File: src/rtl/pkt_read_free_ctrl_if.sv
// rtl/pkt_read_free_ctrl_if.sv - descriptor, free-list and PCB read handshake bundle
//
// Ports (signals):
//   iv_pkt_descriptor / i_pkt_descriptor_wr / o_pkt_descriptor_ready : {inport, bufid} descriptor in
//   ov_pkt_bufid / o_pkt_bufid_wr / i_pkt_bufid_ack                  : bufid free request out
//   ov_pkt_raddr / o_pkt_rd / i_pkt_raddr_ack                        : PCB line read request out
//   i_pkt_rd_req / i_pkt_rx_valid / i_pkt_last_cycle_rx              : downstream flow and line return
// Modports: master = controller side, slave = scheduler/PCB side.
interface pkt_read_free_ctrl_if #(
  parameter int BUFID_W    = 9,
  parameter int INPORT_W   = 4,
  parameter int LINE_SHIFT = 7
);
  localparam int ADDR_W = BUFID_W + LINE_SHIFT;

  logic [INPORT_W+BUFID_W-1:0] iv_pkt_descriptor;
  logic                        i_pkt_descriptor_wr;
  logic                        o_pkt_descriptor_ready;
  logic [BUFID_W-1:0]          ov_pkt_bufid;
  logic                        o_pkt_bufid_wr;
  logic                        i_pkt_bufid_ack;
  logic [ADDR_W-1:0]           ov_pkt_raddr;
  logic                        o_pkt_rd;
  logic                        i_pkt_raddr_ack;
  logic                        i_pkt_rd_req;
  logic                        i_pkt_rx_valid;
  logic                        i_pkt_last_cycle_rx;

  modport master (
    input  iv_pkt_descriptor, i_pkt_descriptor_wr,
    output o_pkt_descriptor_ready,
    output ov_pkt_bufid, o_pkt_bufid_wr,
    input  i_pkt_bufid_ack,
    output ov_pkt_raddr, o_pkt_rd,
    input  i_pkt_raddr_ack, i_pkt_rd_req, i_pkt_rx_valid, i_pkt_last_cycle_rx
  );

  modport slave (
    output iv_pkt_descriptor, i_pkt_descriptor_wr,
    input  o_pkt_descriptor_ready,
    input  ov_pkt_bufid, o_pkt_bufid_wr,
    output i_pkt_bufid_ack,
    input  ov_pkt_raddr, o_pkt_rd,
    output i_pkt_raddr_ack, i_pkt_rd_req, i_pkt_rx_valid, i_pkt_last_cycle_rx
  );
endinterface

File: src/rtl/pkt_read_free_ctrl.sv
// rtl/pkt_read_free_ctrl.sv - packet read/free controller for the control output path
//
// Reads each described packet line by line from the PCB and returns its bufid to
// the PCB free list through a small free FIFO; free-only descriptors skip the read.
// Ports:
//   i_clk, i_rst         : clock, synchronous active-high reset
//   bus (master)         : descriptor in, bufid free out, PCB line read out
//   ov_pkt_inport        : inport of the packet being read
//   o_overrun            : one-cycle pulse when a packet exceeds one buffer
//   ov_read_state        : read FSM state (debug)
//   ov_desc_cnt          : accepted descriptors, wrapping
//   ov_free_cnt          : acknowledged frees, wrapping
module pkt_read_free_ctrl #(
  parameter int BUFID_W    = 9,
  parameter int INPORT_W   = 4,
  parameter int LINE_SHIFT = 7,
  parameter int FIRST_GAP  = 9,
  parameter int FREE_DEPTH = 4
) (
  input  logic                i_clk,
  input  logic                i_rst,
  pkt_read_free_ctrl_if.master bus,
  output logic [INPORT_W-1:0] ov_pkt_inport,
  output logic                o_overrun,
  output logic [2:0]          ov_read_state,
  output logic [15:0]         ov_desc_cnt,
  output logic [15:0]         ov_free_cnt
);
  localparam int ADDR_W = BUFID_W + LINE_SHIFT;
  localparam int PTR_W  = $clog2(FREE_DEPTH);
  localparam int CNT_W  = PTR_W + 1;

  typedef enum logic [2:0] {
    RD_IDLE     = 3'd0,
    RD_FIRST    = 3'd1,
    RD_WAIT_ACK = 3'd2,
    RD_WAIT_RX  = 3'd3,
    RD_WAIT_CYC = 3'd4,
    RD_GAP      = 3'd5,
    RD_NEXT     = 3'd6
  } rd_state_t;

  typedef enum logic {
    FR_IDLE = 1'b0,
    FR_WAIT = 1'b1
  } fr_state_t;

  rd_state_t             rd_state;
  fr_state_t             fr_state;
  logic [BUFID_W-1:0]    bufid_q;
  logic [LINE_SHIFT-1:0] line_idx;
  logic [3:0]            gap_cnt;
  logic [ADDR_W-1:0]     raddr_q;
  logic                  rd_q;
  logic [BUFID_W-1:0]    free_bufid_q;
  logic                  free_wr_q;

  logic [BUFID_W-1:0]    fifo_mem [FREE_DEPTH];
  logic [PTR_W-1:0]      wr_ptr;
  logic [PTR_W-1:0]      rd_ptr;
  logic [CNT_W-1:0]      fifo_cnt;

  logic [BUFID_W-1:0]    desc_bufid;
  logic [INPORT_W-1:0]   desc_inport;
  logic                  desc_ready;
  logic                  accept;
  logic                  free_only;
  logic                  pkt_end;
  logic                  pkt_abort;
  logic                  push;
  logic [BUFID_W-1:0]    push_data;
  logic                  pop;

  assign desc_bufid  = bus.iv_pkt_descriptor[BUFID_W-1:0];
  assign desc_inport = bus.iv_pkt_descriptor[BUFID_W +: INPORT_W];
  assign free_only   = &desc_inport;

  // Only IDLE accepts, and a full FIFO blocks acceptance; a read packet
  // therefore owns a free slot from acceptance until its own end-of-packet push.
  assign desc_ready = (rd_state == RD_IDLE) && (fifo_cnt != CNT_W'(FREE_DEPTH));
  assign accept     = bus.i_pkt_descriptor_wr && desc_ready;

  assign pkt_end   = ((rd_state == RD_WAIT_CYC) || (rd_state == RD_NEXT)) && bus.i_pkt_last_cycle_rx;
  assign pkt_abort = (rd_state == RD_NEXT) && !bus.i_pkt_last_cycle_rx && bus.i_pkt_rd_req && (&line_idx);

  assign push      = (accept && free_only) || pkt_end || pkt_abort;
  assign push_data = (rd_state == RD_IDLE) ? desc_bufid : bufid_q;
  assign pop       = (fr_state == FR_WAIT) && bus.i_pkt_bufid_ack;

  assign bus.o_pkt_descriptor_ready = desc_ready;
  assign bus.ov_pkt_raddr           = raddr_q;
  assign bus.o_pkt_rd               = rd_q;
  assign bus.ov_pkt_bufid           = free_bufid_q;
  assign bus.o_pkt_bufid_wr         = free_wr_q;
  assign ov_read_state              = rd_state;

  // Read FSM
  always_ff @(posedge i_clk) begin
    if (i_rst) begin
      rd_state      <= RD_IDLE;
      bufid_q       <= '0;
      line_idx      <= '0;
      gap_cnt       <= '0;
      raddr_q       <= '0;
      rd_q          <= 1'b0;
      ov_pkt_inport <= '0;
      o_overrun     <= 1'b0;
      ov_desc_cnt   <= '0;
    end else begin
      o_overrun <= 1'b0;
      if (accept) ov_desc_cnt <= ov_desc_cnt + 16'd1;
      case (rd_state)
        RD_IDLE: begin
          if (accept && !free_only) begin
            bufid_q       <= desc_bufid;
            ov_pkt_inport <= desc_inport;
            line_idx      <= '0;
            rd_state      <= RD_FIRST;
          end
        end
        RD_FIRST: begin
          if (bus.i_pkt_rd_req) begin
            raddr_q  <= {bufid_q, {LINE_SHIFT{1'b0}}};
            rd_q     <= 1'b1;
            rd_state <= RD_WAIT_ACK;
          end
        end
        RD_WAIT_ACK: begin
          if (bus.i_pkt_raddr_ack) begin
            rd_q     <= 1'b0;
            rd_state <= RD_WAIT_RX;
          end
        end
        RD_WAIT_RX: begin
          if (bus.i_pkt_rx_valid) rd_state <= RD_WAIT_CYC;
        end
        RD_WAIT_CYC: begin
          if (bus.i_pkt_last_cycle_rx) begin
            rd_state <= RD_IDLE;
          end else if (line_idx == '0) begin
            gap_cnt  <= '0;
            rd_state <= RD_GAP;
          end else begin
            rd_state <= RD_NEXT;
          end
        end
        RD_GAP: begin
          // Fixed wait after the first line; downstream readiness is not consulted.
          if (gap_cnt == 4'(FIRST_GAP - 1)) begin
            raddr_q  <= {bufid_q, line_idx + 1'b1};
            line_idx <= line_idx + 1'b1;
            rd_q     <= 1'b1;
            rd_state <= RD_WAIT_ACK;
          end else begin
            gap_cnt <= gap_cnt + 4'd1;
          end
        end
        RD_NEXT: begin
          if (bus.i_pkt_last_cycle_rx) begin
            rd_state <= RD_IDLE;
          end else if (bus.i_pkt_rd_req) begin
            if (&line_idx) begin
              // Buffer exhausted without a last line: drop the packet, free its buffer.
              o_overrun <= 1'b1;
              rd_state  <= RD_IDLE;
            end else begin
              // Only the line field advances, so the address never leaves the buffer.
              raddr_q  <= {bufid_q, line_idx + 1'b1};
              line_idx <= line_idx + 1'b1;
              rd_q     <= 1'b1;
              rd_state <= RD_WAIT_ACK;
            end
          end
        end
        default: rd_state <= RD_IDLE;
      endcase
    end
  end

  // Free FIFO storage; occupancy is tracked by fifo_cnt, so contents need no reset.
  always_ff @(posedge i_clk) begin
    if (push) fifo_mem[wr_ptr] <= push_data;
  end

  // Free FIFO pointers and free FSM
  always_ff @(posedge i_clk) begin
    if (i_rst) begin
      wr_ptr       <= '0;
      rd_ptr       <= '0;
      fifo_cnt     <= '0;
      fr_state     <= FR_IDLE;
      free_bufid_q <= '0;
      free_wr_q    <= 1'b0;
      ov_free_cnt  <= '0;
    end else begin
      if (push) wr_ptr <= wr_ptr + 1'b1;
      if (pop)  rd_ptr <= rd_ptr + 1'b1;
      fifo_cnt <= fifo_cnt + CNT_W'(push) - CNT_W'(pop);
      case (fr_state)
        FR_IDLE: begin
          if (fifo_cnt != '0) begin
            free_bufid_q <= fifo_mem[rd_ptr];
            free_wr_q    <= 1'b1;
            fr_state     <= FR_WAIT;
          end
        end
        FR_WAIT: begin
          if (bus.i_pkt_bufid_ack) begin
            free_wr_q   <= 1'b0;
            ov_free_cnt <= ov_free_cnt + 16'd1;
            fr_state    <= FR_IDLE;
          end
        end
        default: fr_state <= FR_IDLE;
      endcase
    end
  end
endmodule

File: src/flat_wrapper.sv
// flat-port wrapper written by rule: the top's interface ports become plain ports
module pkt_read_free_ctrl_flat 
#(
  parameter int BUFID_W    = 9,
  parameter int INPORT_W   = 4,
  parameter int LINE_SHIFT = 7,
  parameter int FIRST_GAP  = 9,
  parameter int FREE_DEPTH = 4
)
  (i_clk, i_rst, ov_pkt_inport, o_overrun, ov_read_state, ov_desc_cnt, ov_free_cnt, bus_iv_pkt_descriptor, bus_i_pkt_descriptor_wr, bus_o_pkt_descriptor_ready, bus_ov_pkt_bufid, bus_o_pkt_bufid_wr, bus_i_pkt_bufid_ack, bus_ov_pkt_raddr, bus_o_pkt_rd, bus_i_pkt_raddr_ack, bus_i_pkt_rd_req, bus_i_pkt_rx_valid, bus_i_pkt_last_cycle_rx);
  pkt_read_free_ctrl_if #(.BUFID_W(BUFID_W), .INPORT_W(INPORT_W), .LINE_SHIFT(LINE_SHIFT)) bus_i ();
  input  logic i_clk;
  input  logic i_rst;
  output logic [INPORT_W-1:0] ov_pkt_inport;
  output logic o_overrun;
  output logic [2:0] ov_read_state;
  output logic [15:0] ov_desc_cnt;
  output logic [15:0] ov_free_cnt;
  input wire logic [$bits(bus_i.iv_pkt_descriptor)-1:0] bus_iv_pkt_descriptor;
  input wire logic [$bits(bus_i.i_pkt_descriptor_wr)-1:0] bus_i_pkt_descriptor_wr;
  output wire logic [$bits(bus_i.o_pkt_descriptor_ready)-1:0] bus_o_pkt_descriptor_ready;
  output wire logic [$bits(bus_i.ov_pkt_bufid)-1:0] bus_ov_pkt_bufid;
  output wire logic [$bits(bus_i.o_pkt_bufid_wr)-1:0] bus_o_pkt_bufid_wr;
  input wire logic [$bits(bus_i.i_pkt_bufid_ack)-1:0] bus_i_pkt_bufid_ack;
  output wire logic [$bits(bus_i.ov_pkt_raddr)-1:0] bus_ov_pkt_raddr;
  output wire logic [$bits(bus_i.o_pkt_rd)-1:0] bus_o_pkt_rd;
  input wire logic [$bits(bus_i.i_pkt_raddr_ack)-1:0] bus_i_pkt_raddr_ack;
  input wire logic [$bits(bus_i.i_pkt_rd_req)-1:0] bus_i_pkt_rd_req;
  input wire logic [$bits(bus_i.i_pkt_rx_valid)-1:0] bus_i_pkt_rx_valid;
  input wire logic [$bits(bus_i.i_pkt_last_cycle_rx)-1:0] bus_i_pkt_last_cycle_rx;
  assign bus_i.iv_pkt_descriptor = bus_iv_pkt_descriptor;
  assign bus_i.i_pkt_descriptor_wr = bus_i_pkt_descriptor_wr;
  assign bus_o_pkt_descriptor_ready = bus_i.o_pkt_descriptor_ready;
  assign bus_ov_pkt_bufid = bus_i.ov_pkt_bufid;
  assign bus_o_pkt_bufid_wr = bus_i.o_pkt_bufid_wr;
  assign bus_i.i_pkt_bufid_ack = bus_i_pkt_bufid_ack;
  assign bus_ov_pkt_raddr = bus_i.ov_pkt_raddr;
  assign bus_o_pkt_rd = bus_i.o_pkt_rd;
  assign bus_i.i_pkt_raddr_ack = bus_i_pkt_raddr_ack;
  assign bus_i.i_pkt_rd_req = bus_i_pkt_rd_req;
  assign bus_i.i_pkt_rx_valid = bus_i_pkt_rx_valid;
  assign bus_i.i_pkt_last_cycle_rx = bus_i_pkt_last_cycle_rx;
  pkt_read_free_ctrl #(.BUFID_W(BUFID_W), .INPORT_W(INPORT_W), .LINE_SHIFT(LINE_SHIFT), .FIRST_GAP(FIRST_GAP), .FREE_DEPTH(FREE_DEPTH)) u_core (.i_clk(i_clk), .i_rst(i_rst), .bus(bus_i), .ov_pkt_inport(ov_pkt_inport), .o_overrun(o_overrun), .ov_read_state(ov_read_state), .ov_desc_cnt(ov_desc_cnt), .ov_free_cnt(ov_free_cnt));
endmodule
File: config.mk
export PLATFORM = sky130hd
export DESIGN_NAME = pkt_read_free_ctrl_flat
export DESIGN_NICKNAME = d
export VERILOG_FILES = /design/src/rtl/pkt_read_free_ctrl_if.sv /design/src/rtl/pkt_read_free_ctrl.sv /design/src/flat_wrapper.sv
export SDC_FILE = /design/constraint.sdc
export NUM_CORES = 1
export LEC_CHECK = 0
export ABC_AREA = 1
export BUFFER_PORTS_ARGS = -buffer_cell sky130_fd_sc_hd__buf_4
export CORE_ASPECT_RATIO = 0.9
export CORE_MARGIN = 2
export CORE_UTILIZATION = 50
export DETAILED_ROUTE_END_ITERATION = 7
export PLACE_DENSITY = 0.71
export SYNTH_ARGS = -nofsm -noshare
export SYNTH_HDL_FRONTEND = slang
export SYNTH_SLANG_ARGS = --single-unit
File: constraint.sdc
create_clock -name i_clk -period 2.4 [get_ports i_clk]
set_input_delay 0.24 -clock i_clk [delete_from_list [all_inputs] [get_ports i_clk]]
set_output_delay 0.24 -clock i_clk [all_outputs]
set_load 0.005 [all_outputs]
==> flow_metrics.py <==
metrics = {
    "run_status": {
        "run_status": "complete, no violations",
    },
    "grt": {
        "wire_length_of_the_first_global_routing_pass_um": 22100,
        "groute.usage.overall_pct": 21.4,
        "grt_start_max_net_pins": 38,
        "gr-total-overflow": 0,
        "antenna_found_initial": 0,
        "number_of_global_route_vias_before_repair": 4792,
    },
    "critical_path": {
        "critical_path_class": "reg -> reg",
        "worstPathArrival_ns": 2.53,
        "worst-endpoint-required_ns": 2.69,
        "cp_max_fo": 5,
        "rrSetupSlack_ns": 0.16,
        "critical_path.endpoint_type": "flip-flop",
        "setup.worst_path.start_class": "flip-flop",
    },
    "pwr": {
        "power.leakage_nw": 3.12,
        "power_density_nw_per_um2": 1090,
        "power.ir.vdd_worst_uv": 603,
    },
    "synthesis": {
        "synthesis.yosys.warnings": 0,
        "ys_async_sr_fraction_pct": 0,
        "post-synth-top-area-cell": "sky130_fd_sc_hd__dfxtp_1",
        "yosys_most_used_dff": "sky130_fd_sc_hd__dfxtp_1",
        "synthDistinctLibCells": 40,
        "synth_area_per_cell_um2": 7.89,
        "synth.most_common_cell": "sky130_fd_sc_hd__nor2_1",
        "synth.area.top_cells": "sky130_fd_sc_hd__dfxtp_1, sky130_fd_sc_hd__edfxtp_1, sky130_fd_sc_hd__nor2_1, sky130_fd_sc_hd__nand2_1, sky130_fd_sc_hd__o21ai_0",
        "ys_seq_elements": 131,
        "synth_nets": 802,
        "post_synth_inst_count": 768,
        "syn_area_um2": 6060,
        "synth.yosys.seq_area_share_pct": 49.2,
        "synth_top_cell_area_share_pct": 31.4,
        "post_synth_edffs": 36,
        "synth.cells.most_frequent": "sky130_fd_sc_hd__nor2_1, sky130_fd_sc_hd__nand2_1, sky130_fd_sc_hd__dfxtp_1",
    },
    "timing": {
        "fin_crit_ns": 2.24,
        "setup_viol": 0,
        "hold_viol": 0,
        "post-route-worst-setup-slack_ns": 0.159,
        "fmax_mhz": 446,
        "timing.max_slew.rel_slack_pct": 61.6,
        "finClkSkew_ns": 0.00689,
        "worstMarginPinSlew_ns": 0.570,
        "rsz0062_at_grt": "false",
        "fin_crit_sh_pct": 93.4,
        "slew_violations": 0,
        "setup-tns-final_ns": 0,
    },
    "cells_and_area": {
        "n_diodes": 0,
        "n_fill_cell": 1073,
        "flow.area_growth_from_synthesis_pct": 21.9,
        "layout-drive-gt1-share_pct": 18.7,
        "register_area_um2": 2990,
        "final_cells": 1033,
        "nets": 894,
        "multiInputGateArea_um2": 2640,
    },
    "place": {
        "post-place-cells": 1001,
        "place.detailed.hpwl_um": 9540,
        "io_buffer_count": 88,
        "routabilityCongestion": 0.874,
        "post-place-ws_ns": 0.148,
    },
    "detailed_routing": {
        "dr_total_vias": 5195,
        "per_cell_via_count_in_the_routed_design": 5.03,
        "wl_final_um": 13500,
        "drt_pass1_iterations": 4,
        "wl_per_instance_um": 13.0,
        "post_route_antenna_net_violation_count": 0,
        "drt_iter0_drc": 339,
        "route.detailed.drc": 0,
    },
    "hold_path": {
        "worst_hold_path_type": "in -> reg",
    },
    "floorplan": {
        "fp.dieArea_um2": 13000,
        "die_height_um": 108,
        "design.core.area_um2": 11900,
        "chipWidth_um": 120,
        "initial_utilization_pct": 50.8,
        "io_pins": 89,
        "number_of_core_rows": 38,
    },
    "clock_tree": {
        "clock-sinks": 131,
        "clkLatencyLatePin_ns": 0.42,
        "total_cts_buffers": 17,
        "cts_tree": "built",
        "setup_buffers_after_cts": 0,
        "clock_tree.htree_level_count": 4,
        "cts.reportedPaths.clkPinSlew_ns": 0.05,
        "root_buffer": "sky130_fd_sc_hd__clkbuf_16",
        "max-clock-path-buffers": 2,
    },
    "run": {
        "drv.max_cap_violation_count": 0,
    },
}
[cells by family (layout without fill, tap and decap cells)]
family | count (synthesis) | count (layout) | synth area share, %
adders and majority gates | 13 | 13 | 2.81
AOI/OAI and AO/OA | 122 | 122 | 10.7
and+or+nand+nor | 394 | 394 | 28.7
xor gates and xnor gates | 8 | 8 | 1.16
buffers and inverters | 100 | 205 | 7.37
DFF | 131 | 131 | 49.2
[worst max-delay path, cell delays in order (launching register included)]
cell,delay [ns]
sky130_fd_sc_hd__dfxtp_2,0.36
sky130_fd_sc_hd__ha_1,0.18
sky130_fd_sc_hd__nand3_1,0.13
sky130_fd_sc_hd__nor2_2,0.16
sky130_fd_sc_hd__nand3b_1,0.16
sky130_fd_sc_hd__nand3_2,0.14
sky130_fd_sc_hd__ha_1,0.15
sky130_fd_sc_hd__inv_1,0.05
sky130_fd_sc_hd__fa_1,0.41
sky130_fd_sc_hd__xor2_2,0.18
sky130_fd_sc_hd__o21ai_1,0.14
sky130_fd_sc_hd__a21oi_1,0.05
[through the flow]
step | utilization [%] | power, mW | instance area [um^2] | hold slack (ns)
final | 61.9 | 8.08 | 7390 | 0.120
after CTS | 61.8 | 8.11 | 7370 | 0.104
after global placement | 57.2 | 5.64 | 6830 | 0.450
after global routing | 61.9 | 8.65 | 7390 | 0.133
after detailed placement | 57.2 | 5.73 | 6830 | 0.458
after floorplan | - | 4.93 | 6060 | 0.395
[routing by layer]
| layer | part of all wire (%) | vias to the layer above | global-route usage (%) |
|---|---|---|---|
| li1 | - | 2693 | - |
| met4 | 1.1 | 0 | 7.39 |
| met5 | 0 | - | 0 |
| met3 | 4.3 | 15 | 6.38 |
| met2 | 48 | 102 | 35.2 |
| met1 | 47 | 2385 | 27.0 |
[cell type report]
class / count / share of cell area [%]
sequential: 131 / 40.4
multi-input combinational: 537 / 35.7
timing repair buffer: 98 / 9.96
clock buffer: 22 / 6.15
inverter: 75 / 3.85
tap: 160 / 2.71
clock inverter: 10 / 1.19
[cells in the final DEF, fill, tap and decap left out, types with 12 or more instances in the layout]
cell / Yosys / routed
sky130_fd_sc_hd__nand3_1: 42 / 42
sky130_fd_sc_hd__edfxtp_1: 36 / 36
sky130_fd_sc_hd__inv_1: 67 / 67
sky130_fd_sc_hd__clkbuf_16: 0 / 17
sky130_fd_sc_hd__o21ai_0: 66 / 65
sky130_fd_sc_hd__buf_4: 4 / 98
sky130_fd_sc_hd__nor2_1: 152 / 151
sky130_fd_sc_hd__nand2_1: 147 / 147
sky130_fd_sc_hd__ha_1: 12 / 12
sky130_fd_sc_hd__dfxtp_1: 95 / 93
sky130_fd_sc_hd__a21oi_1: 37 / 37
[worst paths after layout]
| kind | startpoint | endpoint | cells after the start |
|---|---|---|---|
| setup / recovery | u_core.line_idx[0] | u_core.fifo_cnt[2] | 11 |
| hold / removal | bus_iv_pkt_descriptor[1] | u_core.bufid_q[1] | 3 |
| setup reg to reg | u_core.line_idx[0] | u_core.fifo_cnt[2] | 11 |
| hold reg to reg | u_core.bus.o_pkt_bufid_wr | u_core.bus.o_pkt_bufid_wr | 1 |
[registers in the layout, indices dropped and copies added (netlist names), 4 cells and up]
register                 cells
u_core.bufid_q               9
u_core.gap_cnt               4
u_core.ov_pkt_inport         4
u_core.bus.ov_pkt_bufid      9
u_core.ov_desc_cnt          16
u_core.ov_free_cnt          16
u_core.bus.ov_pkt_raddr     16
u_core.line_idx              7
u_core.fifo_mem             36
[where the power goes]
part,internal [mW],total [mW],leakage (nW),switching [mW]
Combinational,1.05,2.60,1.76,1.56
Sequential,2.79,3.11,1.10,0.321
Clock,1.44,2.36,0.252,0.924
Total,5.27,8.08,3.12,2.80
[timing repair]
item | 4_1_cts | 5_1_grt
hold buffers | 0 | 0
gates resized for setup | 0 | 5
setup endpoints to repair | 0 | 1
Note: power is estimated with default switching activity, not from simulation.
